[src/rtl/pe_client_pkg.sv]
// Shared constants for the Hoplite PE client: packet address field placement.
// The X field sits at ADDR_LSB and the Y field sits directly above it.
package pe_client_pkg;

   localparam int unsigned ADDR_LSB = 0;

endpackage

[src/rtl/pe_fifo.sv]
// Circular-buffer FIFO for PE injection; DEPTH must be a power of 2 so pointers wrap naturally.
module pe_fifo #(
   parameter int unsigned W     = 32,
   parameter int unsigned DEPTH = 4
) (
   input  logic                       clk,
   input  logic                       rst,
   input  logic                       push,
   input  logic                       pop,
   input  logic [W-1:0]               din,
   output logic [W-1:0]               dout,
   output logic                       full,
   output logic                       empty,
   output logic [$clog2(DEPTH):0]     cnt
);

   localparam int unsigned AW = $clog2(DEPTH);
   localparam int unsigned CW = AW + 1;

   logic [W-1:0]  mem [DEPTH];
   logic [AW-1:0] rd_ptr_q, wr_ptr_q;
   logic [CW-1:0] cnt_q;
   logic          do_push, do_pop;

   assign full    = (cnt_q == CW'(DEPTH));
   assign empty   = (cnt_q == '0);
   assign do_push = push & ~full;
   assign do_pop  = pop & ~empty;
   assign dout    = mem[rd_ptr_q];
   assign cnt     = cnt_q;

   // Storage is not reset; occupancy alone defines what is valid.
   always_ff @(posedge clk) begin
      if (do_push) mem[wr_ptr_q] <= din;
   end

   always_ff @(posedge clk or negedge rst) begin
      if (!rst) begin
         rd_ptr_q <= '0;
         wr_ptr_q <= '0;
         cnt_q    <= '0;
      end else begin
         if (do_push) wr_ptr_q <= wr_ptr_q + AW'(1);
         if (do_pop)  rd_ptr_q <= rd_ptr_q + AW'(1);
         unique case ({do_push, do_pop})
            2'b10:   cnt_q <= cnt_q + CW'(1);
            2'b01:   cnt_q <= cnt_q - CW'(1);
            default: cnt_q <= cnt_q;
         endcase
      end
   end

endmodule

[src/rtl/pe_client.sv]
// PE-side Hoplite network interface: injection FIFO with grant retry, plus ejection register.
// Optional feature macro: PE_LOOPBACK_EN (self-addressed head bypasses the switch into ejection).
module pe_client
   import pe_client_pkg::*;
#(
   parameter int unsigned P_W   = 32,
   parameter int unsigned X_AW  = 2,
   parameter int unsigned Y_AW  = 2,
   parameter int unsigned X_POS = 0,
   parameter int unsigned Y_POS = 0,
   parameter int unsigned DEPTH = 4
) (
   input  logic                       clk,
   input  logic                       rst,
   input  logic [P_W-1:0]             pe_pkt,
   input  logic                       pe_vld,
   output logic                       pe_rdy,
   output logic [P_W-1:0]             sw_pkt,
   output logic                       sw_vld,
   input  logic                       sw_rdy,
   input  logic [P_W-1:0]             ej_in_pkt,
   input  logic                       ej_in_vld,
   output logic [P_W-1:0]             ej_pkt,
   output logic                       ej_vld,
   output logic [$clog2(DEPTH):0]     fifo_cnt
);

`ifdef PE_LOOPBACK_EN
   localparam logic LB_EN = 1'b1;
`else
   localparam logic LB_EN = 1'b0;
`endif

   localparam int unsigned YLSB = ADDR_LSB + X_AW;

   logic [P_W-1:0] head;
   logic           full, empty;
   logic           self_addr, lb_head, lb_pop, pop, push;
   logic [P_W-1:0] ej_pkt_q;
   logic           ej_vld_q;

   assign self_addr = (head[ADDR_LSB +: X_AW] == X_AW'(X_POS)) &&
                      (head[YLSB +: Y_AW] == Y_AW'(Y_POS));
   assign lb_head   = LB_EN & ~empty & self_addr;

   assign pe_rdy = ~full;
   assign push   = pe_vld & ~full;
   assign sw_vld = ~empty & ~lb_head;
   assign sw_pkt = sw_vld ? head : '0;
   // Network ejection has priority over the loopback path for the single ejection register.
   assign lb_pop = lb_head & ~ej_in_vld;
   assign pop    = (sw_vld & sw_rdy) | lb_pop;

   pe_fifo #(
      .W     (P_W),
      .DEPTH (DEPTH)
   ) u_fifo (
      .clk   (clk),
      .rst   (rst),
      .push  (push),
      .pop   (pop),
      .din   (pe_pkt),
      .dout  (head),
      .full  (full),
      .empty (empty),
      .cnt   (fifo_cnt)
   );

   always_ff @(posedge clk or negedge rst) begin
      if (!rst) begin
         ej_pkt_q <= '0;
         ej_vld_q <= 1'b0;
      end else if (ej_in_vld) begin
         ej_pkt_q <= ej_in_pkt;
         ej_vld_q <= 1'b1;
      end else if (lb_pop) begin
         ej_pkt_q <= head;
         ej_vld_q <= 1'b1;
      end else begin
         ej_vld_q <= 1'b0;
      end
   end

   assign ej_pkt = ej_pkt_q;
   assign ej_vld = ej_vld_q;

endmodule

[config.mk]
export PLATFORM = sky130hd
export DESIGN_NAME = pe_client
export DESIGN_NICKNAME = d
export VERILOG_FILES = /design/src/rtl/pe_client_pkg.sv /design/src/rtl/pe_fifo.sv /design/src/rtl/pe_client.sv
export SDC_FILE = /design/constraint.sdc
export NUM_CORES = 1
export LEC_CHECK = 0
export ABC_AREA = 1
export CORE_MARGIN = 2
export CORE_UTILIZATION = 25
export DETAILED_ROUTE_END_ITERATION = 12
export GPL_TIMING_DRIVEN = 0
export PLACE_DENSITY = 0.55
export SYNTH_ARGS = -nofsm -noshare
export SYNTH_HDL_FRONTEND = slang
export SYNTH_SLANG_ARGS = --single-unit
[constraint.sdc]
create_clock -name clk -period 2.8 [get_ports clk]
set_input_delay 0.42 -clock clk [delete_from_list [all_inputs] [get_ports clk]]
set_output_delay 0.42 -clock clk [all_outputs]
set_load 0.005 [all_outputs]
=== Yosys cells after proc, flatten, opt, wreduce, memory -nomap -nowiden ===
Memories as Yosys holds them, arrays and structs flattened.
Cells that the tools add are included.

* Bits in writable memories: 128
* Memories: 1
* Word-level logic and storage cells: 26
* Memory bits (read-only): 0
* Latch bits: 0
* Output and inout port bits: 70
* Bits in registers: 40

{| class="wikitable"
|+ Memory list
! name !! words !! width !! rd ports !! clocked after Yosys merged registers in !! wr ports !! line !! text
|-
| u_fifo.mem || 4 || 32 || 1 || 0 || 1 || pe_fifo.sv:20 || <nowiki>logic [W-1:0] mem [DEPTH];</nowiki>
|}

* Equal/unequal tests: 3
* Add/sub/neg operators: 4
* Bitwise operators: 6
* $mul: 0
* Magnitude comparators: 0
* Shifts and indexed selects: 0
* Muxes and demuxes: 5
* Div/mod/pow operators: 0
* Reductions and logical operators: 2

{| class="wikitable"
|+ Operators by type and width
! cell !! number
|-
| two-way mux 32 bit || 1
|-
| one-hot mux 3 bit (2 select lines) || 1
|-
| adder 2 x 1 -> 2 bit (second input constant) || 2
|-
| AND 1 bit || 4
|-
| adder 3 x 1 -> 3 bit (second input constant) || 1
|-
| equality test 3 bit (second input constant) || 1
|-
| zero test 3 bit || 1
|-
| two-way mux 1 bit || 3
|-
| subtractor 3 x 1 -> 3 bit (second input constant) || 1
|-
| equality test 2 x 1 -> 1 bit (second input constant) || 1
|-
| equality test 2 bit (second input constant) || 1
|-
| NOT 1 bit || 2
|-
| nonzero test 2 bit || 1
|}

=== Logic depth before layout (Yosys ltp) ===
* Word-level depth: 6
* Gate-level depth with buffers: 12
* Gate-level depth less buffers: 12

=== Modules after synthesis ===
From an unflattened synthesis, not the netlist that was laid out.

* Cell total of the unflattened synthesis: 646
* Area, all modules: 7191.9 µm²

{| class="wikitable"
|+ Modules (own cells, without submodules)
! module !! sequential area each (µm²) !! times used !! cells each !! area each (µm²)
|-
| pe_fifo || 4018.9 || 1 || 435 || 5572.8
|-
| pe_client || 825.8 || 1 || 211 || 1619.1
|}

=== Least setup slack after synthesis ===
OpenSTA, ideal clock, no wires.

* Path kind: reg-to-reg
* Start point: register u_fifo.cnt_q[0], in the netlist u_fifo.cnt[0]
* End point: memory u_fifo.mem[0][0], enable pin
* Period minus slack after synthesis: 2.575 ns
* Cell stages (with the launch flop): 5
* Slack: 0.225 ns
* Buffers on the path: 0
* Data arrival time: 2.154 ns
* Cells stage by stage: dfrtp_1 > inv_1 > nand3_1 > nand2_1 > nor2_1

* Longest elaborated chain between the ends: 6

{| class="wikitable"
|+ Ends and longest elaborated chain
! what !! line !! text
|-
| start, declared || pe_fifo.sv:22 || <nowiki>logic [CW-1:0] cnt_q;</nowiki>
|-
| start signal, assigned || pe_fifo.sv:46 || <nowiki>2'b10: cnt_q <= cnt_q + CW'(1);</nowiki>
|-
| start signal, assigned || pe_fifo.sv:47 || <nowiki>2'b01: cnt_q <= cnt_q - CW'(1);</nowiki>
|-
| start signal, assigned || pe_fifo.sv:48 || <nowiki>default: cnt_q <= cnt_q;</nowiki>
|-
| equality test 3 bit * || pe_fifo.sv:25 || <nowiki>assign full = (cnt_q == CW'(DEPTH));</nowiki>
|-
| NOT 1 bit * || n/a ||
|-
| via pe_rdy || pe_client.sv:17 || <nowiki>output logic pe_rdy,</nowiki>
|-
| AND 1 bit || pe_client.sv:47 || <nowiki>assign push = pe_vld & ~full;</nowiki>
|-
| AND 1 bit * || pe_fifo.sv:27 || <nowiki>assign do_push = push & ~full;</nowiki>
|-
| two-way mux 1 bit * || pe_fifo.sv:34 || <nowiki>if (do_push) mem[wr_ptr_q] <= din;</nowiki>
|-
| two-way mux 1 bit (implied by the code) * || pe_fifo.sv:34 ||
|-
| end, declared || pe_fifo.sv:20 ||
|}

Mark *: on every way through the listed nets, which the timed path passes. The rest lies on a longest branch.

=== Final worst setup path ===
* Start point: register u_fifo.rd_ptr_q[1]
* End point: output port sw_pkt[3]

* Longest elaborated chain between the ends: 2

{| class="wikitable"
|+ Ends and longest elaborated chain
! what !! line !! text
|-
| start, declared || pe_fifo.sv:21 || <nowiki>logic [AW-1:0] rd_ptr_q, wr_ptr_q;</nowiki>
|-
| start signal, assigned || pe_fifo.sv:44 || <nowiki>if (do_pop) rd_ptr_q <= rd_ptr_q + AW'(1);</nowiki>
|-
| memory read (4 x 32 bit) || n/a ||
|-
| two-way mux 32 bit || pe_client.sv:49 || <nowiki>assign sw_pkt = sw_vld ? head : '0;</nowiki>
|-
| end, declared || pe_client.sv:18 || <nowiki>output logic [P_W-1:0] sw_pkt,</nowiki>
|}

Every way passes these cells.

==> flow_summary.yaml <==
global_routing:
  gr-total-overflow: 0
  grt_max_degree: 22
  grt_antenna_before_repair: 3
  global_route_wire_length_before_repair_um: 25900
  grt_pass1_vias: 4720
  gr-usage-all-layers: 0.119
drt:
  drt-vias-per-instance: 3.92
  dr.first_iter.drc_count: 289
  dr.pass1.iters: 4
  wire_per_inst_um: 14.3
  drc: 0
  detailroute.via_count: 4653
  finalWirelength_um: 17000
  ant_nets: 0
floorplanning:
  core_footprint_um2: 27800
  die_height_um: 172
  num_io_pins: 139
  design.die.area_um2: 29600
  starting_density_of_the_core: 0.254
  core.rowCount: 61
  die_x_um: 172
job:
  drv.max_cap_violation_count: 0
worst_setup_path:
  cpLargestDelayFamily: "buffers and inverters"
  timing.critical_path.from_type: "register"
  crit_type: "register to output port"
  timing.critical_path.arrival_ns: 2.27
  path_buf_inv: 4
  end_kind: "output port"
  worst_path_largest_cell_delay_ns: 0.56
  cp_data_required_time_ns: 2.38
  path_cells: "buf_2 -> inv_1 -> buf_4 -> nand3_1 -> a21oi_1 -> clkdlybuf4s50_1"
  critical_path_peak_fanout: 10
  crit_slowest_cell: "sky130_fd_sc_hd__clkdlybuf4s50_1"
power_and_ir_drop:
  clkPwrFrac: 0.256
  power.total_mw: 9.25
  switching_share: 0.341
  p_comb_frac: 0.386
  leakage_nw: 4.10
  internal_power_mw: 6.09
  power_per_cell_area_nw_per_um2: 952
  p_switching_mw: 3.16
  irDropWorstVdd_uv: 413
  power.sequential.fraction: 0.359
sta:
  finalCriticalPeriod_ns: 2.69
  finalHoldViolCount: 0
  setup_viol: 0
  timing_max_transition_violations_final: 0
  worst-slew-pin-transition_ns: 0.668
  clock_skew_ns: 0.00873
  clock.fmax_mhz: 372
  grt_setup_unrepaired: "yes"
  slew_headroom: 0.554
  setup_slack_ns: 0.110
  tns_ns: 0
  final_cycle_share: 0.961
place:
  numPortBuffers: 138
  placer_congestion: 0.683
  place_worst_setup_slack_ns: 0.385
  post-place-cells: 1152
  dp_hpwl_um: 11400
layout:
  area.growth.synth_to_final_pct: 37.5
  post_route_cells_drive_above_1_share: 0.125
  instances_no_fill: 1186
  sequential_cell_area_um2: 4840
  final_net_count: 869
  nFillCells: 2807
  multi_input_area_um2: 1580
clock_network:
  worstSkewPairLatency_ns: 0.43
  tritoncts.num_buffers: 17
  worst_setup_hold_path_clk_slew_ns: 0.07
  h-tree-depth: 4
  clk_root_buffer_cell: "sky130_fd_sc_hd__clkbuf_16"
  cts_max_path_buffers: 2
  cts_tree: "done"
  cts_sinks: 168
synthesis:
  yosys_warnings: 0
  synth.yosys.seq_area_share: 0.686
  yosys.cell_types.count: 18
  synth.net_count: 706
  syn-mean-instance-area_um2: 11.2
  count_of_state_elements_after_synthesis: 168
  synthesis.instances: 631
  post_synthesis_instance_area_um2: 7060
status:
  status: "finished clean"
min_path:
  worstHoldPathType: "input port to register"
-- metrics by stage --
stage	util	area, um2	hold WS (ns)
2_1_floorplan	-	7060	0.124
3_3_place_gp	0.321	8910	0.477
3_5_place_dp	0.326	9060	0.414
4_1_cts	0.348	9680	0.449
5_1_grt	0.349	9710	0.455
6_report	0.349	9710	0.468
-- per-layer routing --
layer | vias up | track usage | wire length, um
li1 | 2336 | - | -
met1 | 2177 | 0.150 | 7550
met2 | 119 | 0.190 | 7910
met3 | 17 | 0.0453 | 1320
met4 | 4 | 0.0376 | 147
met5 | - | 0 | 30
-- state kept, by name, summed over array words and instances (netlist names) --
name / count
u_fifo.wr_ptr_q: 2
u_fifo.cnt: 3
u_fifo.mem: 128
ej_vld: 1
ej_pkt: 32
u_fifo.rd_ptr_q: 2
-- cell families (layout without fill, tap and decap cells) --
| family | after synthesis | after routing | synth area share |
|---|---|---|---|
| compound gates | 34 | 34 | 0.0241 |
| xor+xnor | 2 | 2 | 0.00248 |
| fa+ha+maj | 6 | 6 | 0.0117 |
| buf+inv | 172 | 348 | 0.0962 |
| flops | 168 | 168 | 0.686 |
| mux | 32 | 32 | 0.0510 |
| other cells | 0 | 1 | 0 |
| simple gates | 217 | 217 | 0.128 |
-- cells in the mapped netlist (all sizes together) --
cell | n | area (um2)
ha | 5 | 62.6
a21oi | 32 | 160
o21ai | 2 | 10.0
nand3 | 70 | 350
nand2 | 142 | 533
dfrtp | 40 | 1000
inv | 144 | 541
mux2 | 32 | 360
clkbuf | 7 | 26.3
fa | 1 | 20.0
nor2 | 4 | 15.0
nand4 | 1 | 6.26
xnor2 | 2 | 17.5
edfxtp | 128 | 3840
buf | 21 | 113
-- worst reg2reg max path, delay by kind of cell (launching register included) --
kind / cells / cell delay, ns
fa+ha+maj: 2 / 0.63
buf+inv: 2 / 0.20
flops: 1 / 0.40
simple gates: 6 / 0.86
-- placed cells by master, fill, tap and decap left out, types with 4 or more instances in the layout --
cell	Yosys	final
sky130_fd_sc_hd__inv_1	143	143
sky130_fd_sc_hd__nand2_1	142	142
sky130_fd_sc_hd__clkdlybuf4s50_1	0	137
sky130_fd_sc_hd__edfxtp_1	128	128
sky130_fd_sc_hd__nand3_1	70	69
sky130_fd_sc_hd__dfrtp_1	40	40
sky130_fd_sc_hd__mux2_2	30	30
sky130_fd_sc_hd__a21oi_1	32	29
sky130_fd_sc_hd__clkbuf_16	0	17
sky130_fd_sc_hd__buf_2	18	15
sky130_fd_sc_hd__buf_4	3	6
sky130_fd_sc_hd__ha_1	5	5
sky130_fd_sc_hd__clkbuf_1	7	4
sky130_fd_sc_hd__nor2_4	0	4
sky130_fd_sc_hd__inv_8	0	4
-- path summary, 6_finish.rpt --
check	from	end	slack, ns	cells past startpoint
max reg2reg	u_fifo.cnt[0]	u_fifo.cnt[2]	0.59	10
max	u_fifo.rd_ptr_q[1]	sw_pkt[3]	0.11	6
min in group asynchronous	rst	ej_pkt[11]	0.50	2
min reg2reg	ej_pkt[25]	ej_pkt[25]	0.50	1
min	ej_in_vld	ej_vld	0.47	1
max in group asynchronous	rst	u_fifo.cnt[2]	1.81	3
-- power groups by stage --
| stage | registers (mW) | logic (mW) | clock network (mW) |
|---|---|---|---|
| global placement | 3.40 | 3.44 | 0 |
| floorplan | 3.37 | 1.66 | 0 |
| CTS | 3.32 | 3.62 | 2.44 |
| detailed placement | 3.37 | 3.59 | 0 |
| global route | 3.36 | 3.97 | 2.54 |
| finish | 3.32 | 3.57 | 2.36 |
-- layout make-up --
cell class	instances	area share
clock inverter	15	0.0186
timing repair buffer	144	0.155
clock buffer	17	0.0438
multi-input combinational	291	0.163
buffer	28	0.0157
inverter	144	0.0557
tap	378	0.0487
sequential	168	0.499
antenna	1	0.000258
-- timing repair --
item,CTS,global route
buffers inserted,0,0
cloned,0,0
hold buffers,1,0
hold endpoints to repair,19,0
gates resized for setup,1,15
endpoints found under the setup margin,5,32
Power figures use the tool's default switching activity.
